### src/rtl/ifq_pkg.sv
// Shared constants and types for the instruction fetch queue.
package ifq_pkg;

  localparam int unsigned IFQ_DATA_W = 32;
  localparam int unsigned IFQ_DEPTH  = 16;
  localparam int unsigned IFQ_ADDR_W = $clog2(IFQ_DEPTH);

  typedef logic [IFQ_DATA_W-1:0] instr_t;
  typedef logic [IFQ_ADDR_W-1:0] ifq_ptr_t;
  typedef logic [IFQ_ADDR_W:0]   ifq_cnt_t;

  // True when n is a power of two and at least 4.
  function automatic bit ifq_depth_ok(input int unsigned n);
    return (n >= 4) && ((n & (n - 1)) == 0);
  endfunction

endpackage

### src/rtl/ifq_mem.sv
// Instruction fetch queue storage: one synchronous write port and one
// asynchronous read port. Contents are never reset; reachability is
// governed by the pointers in ifq_buffer.
module ifq_mem #(
  parameter int unsigned DATA_W = 32,
  parameter int unsigned DEPTH  = 16,
  parameter int unsigned ADDR_W = $clog2(DEPTH)
) (
  input  logic              clk,
  input  logic              we,
  input  logic [ADDR_W-1:0] waddr,
  input  logic [DATA_W-1:0] wdata,
  input  logic [ADDR_W-1:0] raddr,
  output logic [DATA_W-1:0] rdata
);

  logic [DATA_W-1:0] mem_q [DEPTH];

  // Write the tail entry on an accepted push.
  always_ff @(posedge clk) begin
    if (we) begin
      mem_q[waddr] <= wdata;
    end
  end

  assign rdata = mem_q[raddr];

endmodule

### src/rtl/ifq_buffer.sv
// Instruction fetch queue: circular buffer between the I-cache read port and
// decode. Pointers, occupancy count, status flags and the registered output
// live here; storage is in ifq_mem.
// Optional feature: define IFQ_BYPASS_EN to enable the empty-queue
// cache-to-decode bypass. Without it the bypass input is ignored.
module ifq_buffer
  import ifq_pkg::*;
#(
  parameter int unsigned DATA_W = IFQ_DATA_W,
  parameter int unsigned DEPTH  = IFQ_DEPTH,
  parameter int unsigned ADDR_W = $clog2(DEPTH)
) (
  input  logic              clk,
  input  logic              reset,
  input  logic [DATA_W-1:0] din,
  input  logic              push,
  input  logic              pop,
  input  logic              bypass,
  input  logic              flush,
  output logic [DATA_W-1:0] dout,
  output logic              dout_valid,
  output logic              empty,
  output logic              full,
  output logic [ADDR_W:0]   count,
  output logic              overflow
);

  localparam int unsigned CNT_W = ADDR_W + 1;

  logic [ADDR_W-1:0] wr_ptr_q, wr_ptr_d;
  logic [ADDR_W-1:0] rd_ptr_q, rd_ptr_d;
  logic [CNT_W-1:0]  count_q, count_d;
  logic [DATA_W-1:0] dout_q, dout_d;
  logic              dout_valid_q, dout_valid_d;
  logic              overflow_q, overflow_d;

  logic              pop_ok;
  logic              push_ok;
  logic              push_drop;
  logic              bypass_hit;
  logic              mem_we;
  logic [DATA_W-1:0] mem_rdata;

  assign empty = (count_q == '0);
  assign full  = (count_q == CNT_W'(DEPTH));

`ifdef IFQ_BYPASS_EN
  // Bypass only when nothing is queued, so ordering is preserved.
  assign bypass_hit = bypass & push & pop & empty;
`else
  logic unused_bypass;
  assign unused_bypass = bypass;
  assign bypass_hit    = 1'b0;
`endif

  assign pop_ok    = pop & ~empty & ~bypass_hit;
  // When full, a simultaneous pop frees the slot the push writes into.
  assign push_ok   = push & (~full | pop_ok) & ~bypass_hit;
  assign push_drop = push & full & ~pop;
  assign mem_we    = push_ok & ~flush;

  ifq_mem #(
    .DATA_W (DATA_W),
    .DEPTH  (DEPTH),
    .ADDR_W (ADDR_W)
  ) u_mem (
    .clk   (clk),
    .we    (mem_we),
    .waddr (wr_ptr_q),
    .wdata (din),
    .raddr (rd_ptr_q),
    .rdata (mem_rdata)
  );

  // Next-state for pointers, count, flags and output register; flush wins.
  always_comb begin
    wr_ptr_d     = wr_ptr_q;
    rd_ptr_d     = rd_ptr_q;
    count_d      = count_q;
    dout_d       = dout_q;
    dout_valid_d = 1'b0;
    overflow_d   = overflow_q;

    if (flush) begin
      wr_ptr_d   = '0;
      rd_ptr_d   = '0;
      count_d    = '0;
      overflow_d = 1'b0;
    end else begin
      if (bypass_hit) begin
        dout_d       = din;
        dout_valid_d = 1'b1;
      end
      if (pop_ok) begin
        dout_d       = mem_rdata;
        dout_valid_d = 1'b1;
        rd_ptr_d     = rd_ptr_q + ADDR_W'(1);
      end
      if (push_ok) begin
        wr_ptr_d = wr_ptr_q + ADDR_W'(1);
      end
      if (push_ok && !pop_ok) begin
        count_d = count_q + CNT_W'(1);
      end else if (pop_ok && !push_ok) begin
        count_d = count_q - CNT_W'(1);
      end
      if (push_drop) begin
        overflow_d = 1'b1;
      end
    end
  end

  // State registers with asynchronous active-low reset.
  always_ff @(posedge clk or negedge reset) begin
    if (!reset) begin
      wr_ptr_q     <= '0;
      rd_ptr_q     <= '0;
      count_q      <= '0;
      dout_q       <= '0;
      dout_valid_q <= 1'b0;
      overflow_q   <= 1'b0;
    end else begin
      wr_ptr_q     <= wr_ptr_d;
      rd_ptr_q     <= rd_ptr_d;
      count_q      <= count_d;
      dout_q       <= dout_d;
      dout_valid_q <= dout_valid_d;
      overflow_q   <= overflow_d;
    end
  end

  assign dout       = dout_q;
  assign dout_valid = dout_valid_q;
  assign count      = count_q;
  assign overflow   = overflow_q;

endmodule

### config.mk
export PLATFORM = sky130hd
export DESIGN_NAME = ifq_buffer
export DESIGN_NICKNAME = d
export VERILOG_FILES = /design/src/rtl/ifq_pkg.sv /design/src/rtl/ifq_mem.sv /design/src/rtl/ifq_buffer.sv
export SDC_FILE = /design/constraint.sdc
export NUM_CORES = 1
export LEC_CHECK = 0
export ABC_AREA = 1
export ABC_CLOCK_PERIOD_IN_PS = 3700
export BUFFER_PORTS_ARGS = -buffer_cell sky130_fd_sc_hd__buf_2
export CAP_MARGIN = 20
export CORE_MARGIN = 2
export CORE_UTILIZATION = 30
export CTS_BUF_LIST = sky130_fd_sc_hd__clkbuf_4
export DETAILED_ROUTE_END_ITERATION = 6
export GPL_TIMING_DRIVEN = 0
export SKIP_CTS_REPAIR_TIMING = 1
export SLEW_MARGIN = 5
export SYNTH_ARGS = -nofsm -noshare
export SYNTH_HDL_FRONTEND = slang
export SYNTH_SLANG_ARGS = --single-unit
### constraint.sdc
create_clock -name clk -period 3.7 [get_ports clk]
set_input_delay 0.74 -clock clk [delete_from_list [all_inputs] [get_ports clk]]
set_output_delay 0.74 -clock clk [all_outputs]
set_load 0.05 [all_outputs]
==> flow_summary.toml, run 1 <==
[floorplanning]
start_util_pct = 30.3
die-area_um2 = 77300
die_w_um = 278
core-area_um2 = 74400
row_count = 100
die_h_um = 278
ioPinCount = 79

[yosys]
synth_top_area_share_pct = 68.2
yosysWarningCount = 0
synth.avg_cell_area_um2 = 11.8
ys_ff_latch = 559
synth_area_leader_cell = "edfxtp_1"
synth_nets = 1960
synthCells = 1912
synth.distinct_cells = 29
synth_area_leaders = "edfxtp_1, nand2_1, nand3_1, dfrtp_1, a21oi_1"
synth.yosys.seq_area_share_pct = 73.4
synth_area_um2 = 22500

[global_routing]
grt_pass1_vias = 15599
grt_pass1_wl_um = 96900
grt_use_met3_pct = 4.30
antenna_found_initial = 2
busiest_layer = "met2"
track_usage_pct = 17.0
met2_usage_pct = 28.6
grt_overflow = 0
met1_usage_pct = 21.0
grt_start_max_net_pins = 48

[clocking]
clkLatencyLatePin_ns = 0.98
clock_path_buffers = 3
cts_max_level = 4
cts_tree = "yes"
cts_num_sinks = 559
cts-buffers-inserted = 145
cts_root_buf = "clkbuf_4"
path_clk_slew_ns = 0.06

[placed_design]
place_ws_ns = 0.299
place.detailed.hpwl_um = 42000
port_buffers = 77
place.gp.congestion = 0.832

[sta]
drv_slew = 0
tightest_slew_ns = 1.06
finalClockSkew_ns = 0.0658
fmax_mhz = 334
finalCriticalPeriod_ns = 3.00
hold_viol_final = 0
setup_violations = 0
period_share_pct = 81.0
slew_headroom_pct = 29.2
grt_setup_unrepaired = "false"
fin_tns_setup_ns = 0
setup_slack_ns = 0.702

[critical_path]
cp.required_ns = 4.34
cp_top_family = "buffers and inverters"
crit_path_end_kind = "register"
cp_slowest_cell = "nor2_4"
critical_path_arrival_ns = 3.64
crit_chain = "dlygate4sd3_1, buf_2, inv_1, clkbuf_1, nand3_1, nor2_4, buf_16"
cp_num_buf_inv = 5
worst-setup-path-type = "in2reg"
crit_path_max_incr_delay_ns = 0.89
critPathMaxFanout = 20
start_kind = "primary input"

[min_path]
hp-class = "in2reg"

[cells_and_area]
final_cell_mix = "nand2_1, edfxtp_1, nand3_1"
layout_commonest_cell = "nand2_1"
drive_gt1_share_pct = 19.9
syn2layout_area_growth_pct = 18.1
final.fill_count = 7174
nNetsFinal = 2203

[route]
drt_iter0_drc = 1440
drc = 0
route.final.wire_length_um = 65600
vias = 15540
avgViaCountPerCell = 4.81
wl_per_cell_um = 20.3
drtAntennaViolNets = 0
first_pass_iters = 5

[pwr]
leakage_uw = 0.0103
power.density_nw_per_um2 = 662
irDropWorstVdd_mv = 0.392

[run]
cap_violations = 0

[status]
outcome = "completed"
[final cells by class]
class                   instances  area (um2)  share of cell area, %
clock inverters                33         239                  0.898
multi-input cells            1227        5380                   20.2
well taps                     969        1210                   4.56
diodes                          1        2.50                0.00941
repair buffers                 96         846                   3.18
inverters                      21        81.3                  0.306
plain buffers                 105         643                   2.42
clock buffers                 220        1650                   6.21
flip-flops and latches        559       16600                   62.2
[where the power goes]
group	internal (uW)	total [uW]	switching, uW
sequential	7150	7280	133
clock	2980	5480	2500
combinational	1270	4840	3570
total	11400	17600	6210
[per-stage QoR]
| stage | total power (uW) | instance area (um2) | hold slack (ns) | utilization, % | instances |
|---|---|---|---|---|---|
| finish | 17600 | 26600 | 0.0945 | 35.7 | 3231 |
| global route | 18500 | 26600 | 0.0314 | 35.7 | 3231 |
| CTS | 17700 | 26600 | -0.174 | 35.7 | 3228 |
| detailed placement | 12300 | 24700 | 0.463 | 33.2 | 2975 |
| global placement | 12100 | 24100 | 0.463 | 32.4 | 2958 |
| floorplan | 10600 | 22500 | 0.444 | - | 1912 |
[flip-flops by register name, indices dropped and copies added (netlist names)]
signal / flops
dout: 32
count: 5
dout_valid: 1
rd_ptr_q: 4
u_mem.mem_q: 512
overflow: 1
wr_ptr_q: 4
[synthesized netlist by cell type]
cell type,n
buf_2,61
nand2_2,1
dfrtp_1,47
o21ai_0,3
nor2_1,23
nor2_2,2
a21oi_2,1
buf_6,13
clkbuf_1,9
buf_1,2
inv_1,15
xnor2_1,1
clkinv_1,1
nand3_4,1
fa_1,1
nand4_1,1
nor2_4,3
nand2_4,1
a21oi_1,67
ha_1,9
nand2_1,798
inv_4,1
inv_2,4
edfxtp_1,512
nand3_2,1
buf_4,20
xor2_1,2
o21ai_1,3
nand3_1,309
[tightest hold or removal path: stages]
cell and delay (ns):
buf_2 0.12, a21oi_1 0.07, nor2_1 0.07
[cells by family after synthesis]
| group | after synthesis | share of synthesized area (%) |
|---|---|---|
| adder cells (fa/ha/maj) | 10 | 0.589 |
| AND/OR/NAND/NOR | 1140 | 21.0 |
| AO/OA/AOI/OAI | 74 | 1.66 |
| buffers and inverters | 126 | 3.21 |
| XOR/XNOR | 3 | 0.117 |
| flip-flops | 559 | 73.4 |
[worst paths after layout]
path                       startpoint             endpoint  slack (ns)  depth (start not counted)
max in group asynchronous       reset              dout[4]        2.72                          2
hold / removal                   push             overflow        0.09                          3
min in group asynchronous       reset             dout[23]        0.42                          2
setup / recovery                flush  u_mem.mem_q[12][24]        0.70                          7
hold reg to reg              dout[12]             dout[12]        0.48                          2
setup reg to reg             count[1]  u_mem.mem_q[12][24]        1.03                          7
[routing by layer]
metal	share of wire, %	routed length [um]
met4	2.8	1820
met2	49	32300
met3	8.5	5590
met5	0.015	10
met1	39	25900
(Power assumes the default switching activity.)
==> inputs of run 2 (changes only) <==
--- a/config.mk
+++ b/config.mk
@@ -5,8 +5,8 @@
 export SDC_FILE = /design/constraint.sdc
 export NUM_CORES = 1
 export LEC_CHECK = 0
-export ABC_AREA = 1
-export ABC_CLOCK_PERIOD_IN_PS = 3700
+export ABC_AREA = 0
+export ABC_CLOCK_PERIOD_IN_PS = 2450
 export BUFFER_PORTS_ARGS = -buffer_cell sky130_fd_sc_hd__buf_2
 export CAP_MARGIN = 20
 export CORE_MARGIN = 2
==> constraint.sdc (replaced) <==
create_clock -name clk -period 2.45 [get_ports clk]
set_input_delay 0.49 -clock clk [delete_from_list [all_inputs] [get_ports clk]]
set_output_delay 0.49 -clock clk [all_outputs]
set_load 0.05 [all_outputs]
==> flow_summary.toml, run 2 <==
[status]
outcome = "complete, but fails checks"
violations = "negative setup slack"

[route]
vias = 12058
route.final.wire_length_um = 61200
wl_per_cell_um = 25.1
avgViaCountPerCell = 4.95
drtAntennaViolNets = 0
drc = 0
drt_iter0_drc = 1299
first_pass_iters = 7

[critical_path]
rr_startpoint = "count[0]"
worst-setup-path-type = "reg2out"
cp_num_buf_inv = 2
crit_chain = "or4_4, buf_12, nor2_4, buf_6"
r2r_end = "u_mem.mem_q[1][27]"
cp_slowest_cell = "or4_4"
crit_path_max_incr_delay_ns = 0.59
critPathMaxFanout = 4
start_kind = "register"
cp_top_family = "simple AND/OR/NAND/NOR gates"
r2r_cells = 10
cp.required_ns = 1.96
crit_path_end_kind = "output port"
critical_path_arrival_ns = 2.38
ff2ff_setup_slack_ns = -0.36

[clocking]
cts_root_buf = "clkbuf_4"
cts_max_level = 4
cts-buffers-inserted = 143
cts_tree = "yes"
clock_path_buffers = 3
cts_num_sinks = 559
path_clk_slew_ns = 0.06
clkLatencyLatePin_ns = 0.96

[yosys]
synth.yosys.seq_area_share_pct = 77.2
netlist_top_cells_count = "edfxtp_1, mux4_2, mux2i_1"
synthArstFlopShare_pct = 8.41
synth.avg_cell_area_um2 = 22.2
synth_area_leader_cell = "edfxtp_1"
synth_area_leaders = "edfxtp_1, mux4_2, dfrtp_1, mux2i_1, o221ai_1"
yosysWarningCount = 0
synthCells = 967
synthFlopType = "edfxtp_1"
synth.distinct_cells = 43
yosysMostFrequentCell = "edfxtp_1"
synth_nets = 1015
synth_area_um2 = 21400
synth_edf_count = 512
synth_top_area_share_pct = 71.7
ys_ff_latch = 559

[sta]
grt_setup_unrepaired = "true"
slew_headroom_pct = 25.7
fin_tns_setup_ns = -108.75
hold_viol_final = 0
setup_slack_ns = -0.419
holdWs_ns = 0.153
setup_violations = 517
finalCriticalPeriod_ns = 2.87
drv_slew = 0
tightest_slew_ns = 1.11
fmax_mhz = 349
finalClockSkew_ns = 0.0462
period_share_pct = 117

[floorplanning]
die_h_um = 271
start_util_pct = 30.4
row_count = 97
die-area_um2 = 73600
ioPinCount = 79
core-area_um2 = 70400
die_w_um = 271

[global_routing]
grt_start_max_net_pins = 48
grt_pass1_vias = 11468
antenna_found_initial = 3
grt_overflow = 0
grt_pass1_wl_um = 74500
track_usage_pct = 14.0

[cells_and_area]
final_cell_area_um2 = 28300
nNetsFinal = 1434
stdcell_count = 2436
regMostFlops = "u_mem.mem_q"
final_cell_mix = "edfxtp_1, clkbuf_4, mux4_2"
drive_gt1_share_pct = 46.5
largest_register_ffs = 512
syn2layout_area_growth_pct = 32.0
layout_commonest_cell = "edfxtp_1"

[placed_design]
port_buffers = 76
dpl.cell_count = 1999
place.detailed.hpwl_um = 31600
place_ws_ns = -0.565
placed_area_um2 = 23500
place.gp.congestion = 0.729

[min_path]
worstHoldStart = "push"
hp-class = "in2reg"
hold_depth = 3
hold_end = "count[4]"

[pwr]
power.density_nw_per_um2 = 883
irDropWorstVdd_mv = 0.472
leakage_uw = 0.00961

[run]
cap_violations = 0
==> run 2: changes by cell type in the layout (fill, tap and decap cells not counted), moves of 66 or more <==
cell / previous run / this run
mux2i_1: 0 / 66
mux4_2: 0 / 128
nand2_1: 798 / 36
nand3_1: 309 / 5
a21oi_1: 67 / 1
==> run 2: through the flow <==
step / power (uW) / util (%)
3_3_place_gp: 15800 / 32.8
6_report: 25000 / 40.2
2_1_floorplan: 14500 / -
5_1_grt: 26100 / 40.2
3_5_place_dp: 15900 / 33.3
4_1_cts: 24400 / 36.1
==> run 2: layout make-up <==
cell class	instances	area [um2]
Antenna cell	1	2.50
Buffer	49	322
Clock buffer	224	1680
Clock inverter	30	273
Fill cell	6296	42100
Inverter	8	33.8
Multi-Input combinational cell	352	4940
Sequential cell	559	16600
Tap cell	940	1180
Timing Repair Buffer	273	3310
==> run 2: kinds of logic (layout without fill, tap and decap cells) <==
logic type,Yosys count,after routing,synth area share (%)
AO/OA/AOI/OAI,53,53,2.28
XOR/XNOR,6,6,0.245
adder cells (fa/ha/maj),10,10,0.619
buffers and inverters,59,584,1.21
flip-flops,559,559,77.2
multiplexers,198,198,16.8
other,0,1,0
AND/OR/NAND/NOR,82,85,1.59
==> run 2: worst max-delay path by stage <==
stage | start | end | slack (ns) | cells past startpoint
finish | count[0] | full | -0.42 | 4
global route | count[0] | empty | -0.53 | 4
CTS | count[4] | full | -0.70 | 4
detailed placement | push | u_mem.mem_q[2][24] | -0.57 | 5
global placement | push | u_mem.mem_q[7][25] | -1.14 | 3
floorplan | count[0] | count[1] | -0.02 | 6
==> run 2: power breakdown <==
group / internal, uW / total (uW) / switching [uW]
logic: 2170 / 5400 / 3240
registers: 10800 / 11100 / 282
clock network: 4770 / 8480 / 3720
total: 17700 / 25000 / 7240
==> run 2: worst min-delay path: stages <==
cell	delay (ns)
clkbuf_1	0.28
o211ai_1	0.21
a31oi_1	0.09
==> run 2: metal layers <==
layer,routed length [um],global-route usage [%]
met1,24200,17.6
met2,30400,22.5
met3,5300,5.10
met4,1310,4.87
met5,27,0
==> inputs of run 3 (changes only) <==
--- a/config.mk
+++ b/config.mk
@@ -9,7 +9,6 @@
 export ABC_CLOCK_PERIOD_IN_PS = 2450
 export BUFFER_PORTS_ARGS = -buffer_cell sky130_fd_sc_hd__buf_2
 export CAP_MARGIN = 20
-export CORE_MARGIN = 2
 export CORE_UTILIZATION = 30
 export CTS_BUF_LIST = sky130_fd_sc_hd__clkbuf_4
 export DETAILED_ROUTE_END_ITERATION = 6
==> flow_summary.toml, run 3 (synthesized netlist as in run 2, its figures left out) <==
[critical_path]
r2r_cells = 5
rr_startpoint = "count[0]"
ff2ff_setup_slack_ns = -0.35
r2r_end = "dout[9]"
start_kind = "register"
critPathMaxFanout = 6
endpoint = "full"
crit_start = "count[0]"
crit_path_end_kind = "output port"
cp.required_ns = 1.96
worst-setup-path-type = "reg2out"
critical_path_arrival_ns = 2.32

[sta]
setup_violations = 37
finalCriticalPeriod_ns = 2.81
period_share_pct = 115
tightest_slew_ns = 1.06
grt_setup_unrepaired = "true"
setup_slack_ns = -0.364
fmax_mhz = 355
slew_headroom_pct = 29.2
finalClockSkew_ns = 0.0514
hold_viol_final = 0
drv_slew = 0

[status]
violations = "negative setup slack"
outcome = "complete, but fails checks"

[clocking]
cts_max_level = 4
cts-buffers-inserted = 140
cts_tree = "yes"
cts_root_buf = "clkbuf_4"
cts_num_sinks = 559
clock_path_buffers = 3
path_clk_slew_ns = 0.06
clkLatencyLatePin_ns = 0.86

[global_routing]
track_usage_pct = 14.0
grt_start_max_net_pins = 48
antenna_found_initial = 2
grt_pass1_vias = 11412
grt_overflow = 0
grt_pass1_wl_um = 74800

[cells_and_area]
drive_gt1_share_pct = 41.0
syn2layout_area_growth_pct = 23.3
regMostFlops = "u_mem.mem_q"
largest_register_ffs = 512
post-route-util_pct = 37.6
layout_commonest_cell = "edfxtp_1"
final_cell_mix = "edfxtp_1, clkbuf_4, mux4_2"
nNetsFinal = 1338

[route]
wl_per_cell_um = 22.3
vias = 11176
first_pass_iters = 5
drt_iter0_drc = 871
avgViaCountPerCell = 4.77
route.final.wire_length_um = 52400
drc = 0
drtAntennaViolNets = 0

[floorplanning]
row_count = 97
ioPinCount = 79
core-area_um2 = 70400
start_util_pct = 30.4
die_w_um = 269
die_h_um = 269
die-area_um2 = 72500

[run]
cap_violations = 0

[pwr]
power.density_nw_per_um2 = 910
leakage_uw = 0.00874
irDropWorstVdd_mv = 0.570

[placed_design]
place.gp.congestion = 0.709
port_buffers = 76
place_ws_ns = -0.461
place.detailed.hpwl_um = 31700

[min_path]
hp-class = "in2reg"
[run 3: through the flow]
step / area [um2] / std cells / power [uW] / hold WS, ns / setup TNS (ns)
after floorplan: 21500 / 967 / 14500 / 0.194 / -0.0491
after global placement: 23100 / 1983 / 15800 / 0.470 / -401.29
after detailed placement: 23500 / 1999 / 15900 / 0.467 / -141.72
after CTS: 25400 / 2254 / 24100 / -0.335 / -93.29
after global routing: 26400 / 2345 / 25200 / 0.00984 / -13.13
final: 26400 / 2345 / 24000 / 0.0579 / -10.12
[run 3: area by class of cell]
type / instances / area (um2)
fill: 6512 / 44000
sequential: 559 / 16600
multi-input combinational: 351 / 4800
timing repair buffer: 180 / 1720
clock buffer: 218 / 1640
tap: 940 / 1180
clock inverter: 37 / 258
buffer: 50 / 249
inverter: 8 / 33.8
antenna: 2 / 5.00
[run 3: how the worst min path moves through the flow]
stage	from	endpoint	slack [ns]	cells after the start
2_1_floorplan	reset	count[0]	0.19	0
3_3_place_gp	dout[19]	dout[19]	0.47	2
3_5_place_dp	dout[28]	dout[28]	0.47	2
4_1_cts	reset	count[3]	-0.34	1
5_1_grt	flush	count[1]	0.01	3
6_report	flush	count[1]	0.06	3
[run 3: critical path: stages, from the launching register on]
cell and delay (ns):
dfrtp_2 0.44, or4_4 0.58, buf_12 0.16, nor2_4 0.13
buf_8 0.16
[run 3: report_power, final]
group	leakage (uW)	switching, uW	internal, uW
clock network	0.00112	3730	4470
logic	0.00242	3010	1780
registers	0.00520	253	10800
total	0.00874	6990	17100
[run 3: per-layer routing]
metal	up-vias	part of all wire [%]	global-route usage [%]
met5	-	0.025	0
met2	390	49	22.5
met1	5935	43	18.6
li1	4787	-	-
met4	2	1.3	3.84
met3	62	7.3	3.90
